==> config.mk <==
export PLATFORM = sky130hd
export DESIGN_NAME = cache_wb_engine
export DESIGN_NICKNAME = d
export VERILOG_FILES = /design/src/rtl/cache_wb_engine.sv
export SDC_FILE = /design/constraint.sdc
export NUM_CORES = 1
export LEC_CHECK = 0
export CORE_ASPECT_RATIO = 1.4
export CORE_MARGIN = 2
export CORE_UTILIZATION = 40
export DETAILED_ROUTE_END_ITERATION = 8
export SYNTH_ARGS = -nofsm -noshare
export SYNTH_HDL_FRONTEND = slang
export SYNTH_SLANG_ARGS = --single-unit
==> constraint.sdc <==
create_clock -name clk -period 5.3 [get_ports clk]
set_clock_uncertainty 0.1 [all_clocks]
set_input_delay 1.59 -clock clk [delete_from_list [all_inputs] [get_ports clk]]
set_output_delay 1.59 -clock clk [all_outputs]
set_load 0.02 [all_outputs]
==> src/rtl/cache_wb_engine.sv <==
// ---------------------------------------------------------------------------
// cache_wb_engine
//
// Write-back engine that sits behind the cache write-hit controller. Dirty
// line notifications are buffered in a small coalescing FIFO, drained one at a
// time to main memory over a req/ack handshake, and reported back as cleaned
// so the cache can clear the line's dirty bit.
//
// Ports:
//   clk, rst                 rising-edge clock, synchronous active-high reset
//   dirty_valid/addr/data    dirty-line notification in
//   dirty_ready              notification accepted when high with dirty_valid
//   mem_req/addr/wdata       memory write request, held stable until mem_ack
//   mem_ack                  memory accepted the write (ignored when idle)
//   clean_valid/clean_addr   one-cycle pulse naming the line just written back
//   pending                  queued entries, including the one in flight
// ---------------------------------------------------------------------------
module cache_wb_engine #(
    parameter int ADDR_W = 10,
    parameter int DATA_W = 16,
    parameter int DEPTH  = 4
) (
    input  logic                       clk,
    input  logic                       rst,
    input  logic                       dirty_valid,
    input  logic [ADDR_W-1:0]          dirty_addr,
    input  logic [DATA_W-1:0]          dirty_data,
    output logic                       dirty_ready,
    output logic                       mem_req,
    output logic [ADDR_W-1:0]          mem_addr,
    output logic [DATA_W-1:0]          mem_wdata,
    input  logic                       mem_ack,
    output logic                       clean_valid,
    output logic [ADDR_W-1:0]          clean_addr,
    output logic [$clog2(DEPTH+1)-1:0] pending
);

    localparam int PTR_W = $clog2(DEPTH);
    localparam int CNT_W = $clog2(DEPTH+1);

    typedef enum logic {
        S_IDLE,
        S_REQ
    } state_e;

    // Queue storage
    logic [ADDR_W-1:0] addr_q [DEPTH];
    logic [DATA_W-1:0] data_q [DEPTH];
    logic [DEPTH-1:0]  valid_q;
    logic [PTR_W-1:0]  head_q, tail_q;
    logic [CNT_W-1:0]  count_q;

    // FSM and registered outputs
    state_e            state_q, state_d;
    logic [ADDR_W-1:0] mem_addr_q, mem_addr_d;
    logic [DATA_W-1:0] mem_wdata_q, mem_wdata_d;
    logic              clean_valid_q, clean_valid_d;
    logic [ADDR_W-1:0] clean_addr_q, clean_addr_d;

    logic              match;
    logic [PTR_W-1:0]  match_idx;
    logic              accept, do_push, do_coal, do_pop;

    // Coalesce lookup. The head is excluded: it is either in flight or about
    // to be latched into the request registers, so its data must not move.
    always_comb begin
        // NOTE: every signal written here gets a default first so no latch is inferred.
        match     = 1'b0;
        match_idx = '0;
        for (int i = 0; i < DEPTH; i++) begin
            if (valid_q[i] && (PTR_W'(i) != head_q) && (addr_q[i] == dirty_addr)) begin
                match     = 1'b1;
                match_idx = PTR_W'(i);
            end
        end
    end

    // A full queue refuses new addresses even if a pop lands this same cycle.
    assign dirty_ready = (count_q < CNT_W'(DEPTH)) | match;
    assign accept      = dirty_valid & dirty_ready;
    assign do_coal     = accept & match;
    assign do_push     = accept & ~match;
    assign do_pop      = (state_q == S_REQ) & mem_ack;

    // Next-state and output logic
    always_comb begin
        state_d       = state_q;
        mem_addr_d    = mem_addr_q;
        mem_wdata_d   = mem_wdata_q;
        clean_valid_d = 1'b0;
        clean_addr_d  = clean_addr_q;
        unique case (state_q)
            S_IDLE: begin
                if (count_q != '0) begin
                    state_d     = S_REQ;
                    mem_addr_d  = addr_q[head_q];
                    mem_wdata_d = data_q[head_q];
                end
            end
            S_REQ: begin
                if (mem_ack) begin
                    state_d       = S_IDLE;
                    clean_valid_d = 1'b1;
                    clean_addr_d  = mem_addr_q;
                end
            end
            default: state_d = S_IDLE;
        endcase
    end

    always_ff @(posedge clk) begin
        if (rst) begin
            // NOTE: sequential state uses non-blocking assignments so every register samples pre-edge values.
            state_q       <= S_IDLE;
            mem_addr_q    <= '0;
            mem_wdata_q   <= '0;
            clean_valid_q <= 1'b0;
            clean_addr_q  <= '0;
            head_q        <= '0;
            tail_q        <= '0;
            count_q       <= '0;
            valid_q       <= '0;
        end else begin
            state_q       <= state_d;
            mem_addr_q    <= mem_addr_d;
            mem_wdata_q   <= mem_wdata_d;
            clean_valid_q <= clean_valid_d;
            clean_addr_q  <= clean_addr_d;
            if (do_pop) begin
                head_q          <= head_q + PTR_W'(1);
                valid_q[head_q] <= 1'b0;
            end
            // Push and pop never share a slot: a pop needs count >= 1 and a
            // push into the head slot would need count == 0 or DEPTH.
            if (do_push) begin
                tail_q          <= tail_q + PTR_W'(1);
                valid_q[tail_q] <= 1'b1;
            end
            case ({do_push, do_pop})
                2'b10:   count_q <= count_q + CNT_W'(1);
                2'b01:   count_q <= count_q - CNT_W'(1);
                default: count_q <= count_q;
            endcase
        end
    end

    // NOTE: payload storage is not reset; valid bits and count gate every read.
    always_ff @(posedge clk) begin
        if (do_push) begin
            addr_q[tail_q] <= dirty_addr;
            data_q[tail_q] <= dirty_data;
        end
        if (do_coal) begin
            data_q[match_idx] <= dirty_data;
        end
    end

    assign mem_req     = (state_q == S_REQ);
    assign mem_addr    = mem_addr_q;
    assign mem_wdata   = mem_wdata_q;
    assign clean_valid = clean_valid_q;
    assign clean_addr  = clean_addr_q;
    assign pending     = count_q;

endmodule

# Yosys cells after proc, flatten, opt, wreduce, memory -nomap -nowiden
# Memories as Yosys holds them, arrays and structs flattened. A register that Yosys moved wholly into a read port is not among the register bits.
# Index checks and enable logic that the tools add are counted.
[totals]
regBits = 23
latch_bits = 0
ram_bits = 104
mem_bits_ro = 0
input_bits = 30
output_inout_bits = 42
memories = 2
[mem_list]
columns = ["memory", "words", "word_bits", "rd", "rd_clocked_by_memory_dff", "wr", "line_no", "text"]
rows = [
  ["data_q", 4, 16, 1, 1, 1, "48", "logic [DATA_W-1:0] data_q [DEPTH];"],
  ["addr_q", 4, 10, 5, 1, 1, "47", "logic [ADDR_W-1:0] addr_q [DEPTH];"],
]
[classes]
addsub = 4
mul = 0
div = 0
order_cmp = 5
eq_ne = 9
shift = 0
n_mux = 26
bitwise = 10
n_reduce_logical = 17
[ops]
columns = ["operator", "n"]
rows = [
  ["$eq A10 B10 Y1", 4],
  ["$mux W16", 1],
  ["$reduce_or A16 Y1", 1],
  ["$mux W1", 15],
  ["$mux W4", 3],
  ["$logic_and A1 B1 Y1", 10],
  ["$lt A2 B3 Y1 const B", 2],
  ["$mux W2", 3],
  ["$pmux W3 S2", 1],
  ["$add A2 B1 Y2 const B", 2],
  ["$and A1 B1 Y1", 4],
  ["$and A4 B4 Y4", 1],
  ["$demux W1 S2", 2],
  ["$ge A2 B1 Y1 const B", 2],
  ["$ne A2 B2 Y1 const A", 2],
  ["$not A4 Y4", 1],
  ["$or A4 B4 Y4", 1],
  ["$reduce_and A2 Y1", 2],
  ["$reduce_bool A2 Y1", 2],
  ["$add A3 B1 Y3 const B", 1],
  ["$lt A3 B3 Y1 const B", 1],
  ["$reduce_bool A3 Y1", 1],
  ["$sub A3 B1 Y3 const B", 1],
  ["$eq A2 B1 Y1 const B", 1],
  ["other kinds (6)", 7],
]

# Logic depth before layout (Yosys ltp)
[depth]
depth_word = 14
mapped_depth = 17
ltp_nobuf = 14

# Worst setup path after synthesis
# OpenSTA, ideal clock, no wires.
[synth_path]
path_type = "input -> register"
from = "input port dirty_addr[1]"
to = "memory data_q[2][0], enable pin"
arrival_ns = 3.952
t_required_ns = 4.786
setup_slack_ns = 0.833
path_stages = 6
path_cell_list = "xnor2_1 > nand3_1 > or3_1 > a21bo_2 > a22o_1 > a211oi_1"
[synth_between]
elab_chain_cells = 13
word_cells_on_any_way = 27
classes_between = "eq/ne: 4; mux: 13; bitwise: 5; reduce/logical: 5"
[synth_rtl]
columns = ["item", "line_no", "text"]
rows = [
  ["start, declared", "26", "input logic [ADDR_W-1:0] dirty_addr,"],
  ["$eq A10 B10 Y1", "71", "if (valid_q[i] && (PTR_W'(i) != head_q) && (addr_q[i] == dirty_addr)) begin"],
  ["$logic_and A1 B1 Y1", "71", ""],
  ["$mux W1 (4 in series)", "71", ""],
  ["$or A1 B1 Y1", "79", "assign dirty_ready = (count_q < CNT_W'(DEPTH)) | match;"],
  ["$and A1 B1 Y1", "80", "assign accept = dirty_valid & dirty_ready;"],
  ["$and A1 B1 Y1", "81", "assign do_coal = accept & match;"],
  ["$mux W1", "153", "if (do_coal) begin"],
  ["$mux W1 (not written as such)", "154", "data_q[match_idx] <= dirty_data;"],
  ["$reduce_or A16 Y1 (no line)", "-", ""],
  ["$mux W2 (no line) / $mux W1 (equally long branches)", "-", ""],
  ["end, declared", "48", ""],
]
# Several ways; a longest one is shown, not always the timed one.

# Worst setup path after layout
[layout_path]
from = "input port dirty_addr[8]"
to = "output port dirty_ready"
[layout_between]
elab_chain_cells = 7
word_cells_on_any_way = 13
classes_between = "eq/ne: 4; mux: 4; bitwise: 1; reduce/logical: 4"
[layout_rtl]
columns = ["item", "line_no", "text"]
rows = [
  ["$eq A10 B10 Y1", "71", ""],
  ["$logic_and A1 B1 Y1", "71", ""],
  ["$mux W1 (3 in series)", "71", ""],
  ["$mux W1 (*)", "71", ""],
  ["$or A1 B1 Y1 (*)", "79", ""],
  ["end, declared", "28", "output logic dirty_ready,"],
]
# Every way passes the cells marked *; elsewhere a longest branch is shown, timed or not.

==> flow_summary.ini <==
[run_status]
status = completed

[clocking]
clk_path_buf_depth = 2
holdBufCountCts = 0
path_clk_slew_ns = 0.07
cts_buffers = 17
cts_root_buf = clkbuf_16
worst_skew_pair.late_latency_ns = 0.42
clock-sinks = 153
htreeDepth = 4
cts_tree = built

[setup_path]
crit_path_end_kind = primary output
slowest_stage = clkdlybuf4s50_1
crit_chain = clkdlybuf4s50_1 -> buf_4 -> xnor2_1 -> nand2_1 -> nor4_4 -> nor2_1 -> nand3_1 -> clkdlybuf4s15_1
worstPathRequired_ns = 3.61
setup.worst_path.start_class = primary input
cpPeakStageDelay_ns = 0.59
crit_arrival_ns = 3.47
crit_type = in -> out
path_max_fanout = 5

[floorplanning]
num_rows = 54
core_area_um2 = 15500
fp.dieArea_um2 = 16700
pin_count = 72
start_util = 0.406
fp.dieH_um = 152
die_w_um = 110

[timing]
setup_viol = 0
final-max-slew-violation-count = 0
period_share = 0.974
timing.hold.ws_ns = 0.353
final_period_minus_worst_setup_slack_ns = 5.16
hold_viol = 0
worstMarginPinSlew_ns = 1.01
timing.fmax_mhz = 194
tns_ns = 0
rsz0062_at_grt = no
slew_headroom = 0.329

[run]
maxCapViolations = 0

[drt]
wl_per_cell_um = 18.7
ant_nets = 0
vias = 3971
dr.pass1.iters = 5
via_per_inst = 5.16
postRouteWirelength_mm = 14.4
drt-initial-drc-count = 162
drc = 0

[global_route]
grt_pass1_vias = 4139
grt_overflow_total = 0
grt_max_degree = 56
grt_pass1_wl_mm = 23.1
gr-usage-all-layers = 0.188
antenna_found_initial = 0

[synthesis]
async_reset_ff_frac = 0
synthesis.area_um2 = 6270
ys_types = 39
yosysSeqAreaShare = 0.654
ys.flop_type = edfxtp_1
ys_warn_count = 0
synth-edff-count = 104
postSynthAreaPerCell_um2 = 13.8
ys_ff_latch = 153
syn_nets = 496
syn-instance-count = 456

[power_and_ir_drop]
vdd_drop_max_mv = 0.410
leakage_nw = 2.68
power_density_nw_per_um2 = 469

[placed_design]
portBuffers = 71
gp_congestion = 0.886
dp.cells = 738
dp_hpwl_mm = 9.52

[cells_and_area]
fin_nets = 601
drive_above_1_share = 0.188
antennaDiodeCount = 0
area_delta_synth_final_pct = 27.8
fillers = 1360
stdcell_count = 770

[hold_path]
hold_class = reg -> reg
==> cell type report <==
class	instances	area [um^2]	area share
Timing Repair Buffer	106	966	0.120
Sequential cell	153	4110	0.512
Tap cell	196	245	0.0306
Clock inverter	15	141	0.0176
Clock buffer	17	425	0.0531
Inverter	10	37.5	0.00468
Multi-Input combinational cell	273	2100	0.262
==> critical path: cells and delay by family <==
kind / cells / cell delay, ns
xor+xnor: 1 / 0.13
buf+inv: 3 / 1.08
simple gates: 4 / 0.66
==> metal layers <==
layer	vias up	share of wire	GRT usage
met4	0	0.023	0.0729
met1	1997	0.42	0.235
met2	85	0.53	0.314
met5	-	0	0
li1	1869	-	-
met3	20	0.031	0.0398
==> power breakdown <==
| group | internal (mW) | switching, mW | leakage, nW |
|---|---|---|---|
| combinational | 0.437 | 0.589 | 1.05 |
| sequential | 1.46 | 0.107 | 1.35 |
| clock | 0.656 | 0.513 | 0.274 |
| total | 2.55 | 1.21 | 2.68 |
==> Yosys cell counts (2+ instances only) <==
cell type / number / area share
mux4_2: 26 / 0.093
xnor2_1: 30 / 0.042
a21oi_1: 39 / 0.031
nand4_1: 9 / 0.0090
o21ai_0: 2 / 0.0016
buf_2: 3 / 0.0024
nand2_1: 84 / 0.050
dfxtp_1: 49 / 0.16
and2_2: 4 / 0.0048
o22ai_1: 4 / 0.0040
edfxtp_1: 104 / 0.50
xor2_1: 13 / 0.018
nand2b_1: 7 / 0.0070
nor2b_1: 3 / 0.0030
ha_1: 9 / 0.018
nand3_1: 5 / 0.0040
or3_1: 2 / 0.0020
nor3_1: 5 / 0.0040
clkbuf_1: 13 / 0.0078
inv_1: 9 / 0.0054
nor4_1: 4 / 0.0040
nor2_1: 12 / 0.0072
buf_1: 3 / 0.0018
a211oi_1: 2 / 0.0024
==> metrics by stage <==
stage | total power, mW | util | instance area (um^2) | setup WS (ns)
finish | 3.76 | 0.518 | 8020 | 0.138
CTS | 3.80 | 0.518 | 8010 | 0.0860
floorplan | 2.17 | - | 6270 | 0.833
global route | 3.96 | 0.518 | 8020 | 0.00746
detailed placement | 2.63 | 0.479 | 7420 | -0.223
global placement | 2.61 | 0.479 | 7420 | -0.158
==> registers in the layout, indices dropped and copies added, names as in the netlist <==
name	cells
addr_q	40
clean_addr	10
clean_valid	1
data_q	64
head_q	2
mem_addr	10
mem_req	1
mem_wdata	16
pending	3
tail_q	2
valid_q	4
==> worst paths after layout <==
path / startpoint / endpoint / slack [ns] / cells after the start
hold / removal: clean_addr[7] / clean_addr[7] / 0.35 / 2
hold reg to reg: clean_addr[7] / clean_addr[7] / 0.35 / 2
setup reg to reg: head_q[1] / pending[2] / 1.71 / 15
setup / recovery: dirty_addr[8] / dirty_ready / 0.14 / 8
==> cell usage in the layout, fill, tap and decap left out, types with 2 or more instances in the layout <==
cell	synthesis	routed
a211oi_2	0	2
a21oi_1	39	39
and2_2	4	4
buf_4	0	35
clkbuf_16	0	17
clkdlybuf4s50_1	0	67
clkinv_1	1	3
clkinv_4	0	3
clkinvlp_4	0	2
dfxtp_1	49	48
dlygate4sd2_1	0	2
edfxtp_1	104	104
ha_1	9	9
inv_1	9	9
inv_6	0	4
inv_8	0	2
mux4_2	26	26
nand2_1	84	84
nand2b_1	7	7
nand3_1	5	5
nand4_1	9	9
nor2_1	12	11
nor2b_1	3	3
nor3_1	5	5
nor4_1	4	3
o21ai_0	2	2
o22ai_1	4	4
or3_1	2	2
xnor2_1	30	27
xnor2_2	0	3
xor2_1	13	13
==> repair_timing <==
item / in CTS / in global routing
gates resized for setup: 7 / 2
buffers inserted: 0 / 0
cloned: 0 / 0
endpoints found under the hold margin: 0 / 0
pin swaps: 0 / 0
endpoints found under the setup margin: 1 / 1
==> cell families after synthesis <==
group           after synthesis  share of synthesized area
xor+xnor                     43                     0.0600
simple gates                141                      0.103
flops                       153                      0.654
compound gates               51                     0.0447
buf+inv                      30                     0.0197
mux                          28                     0.0973
fa+ha+maj                    10                     0.0211
Note: power is estimated with default switching activity, not from simulation.
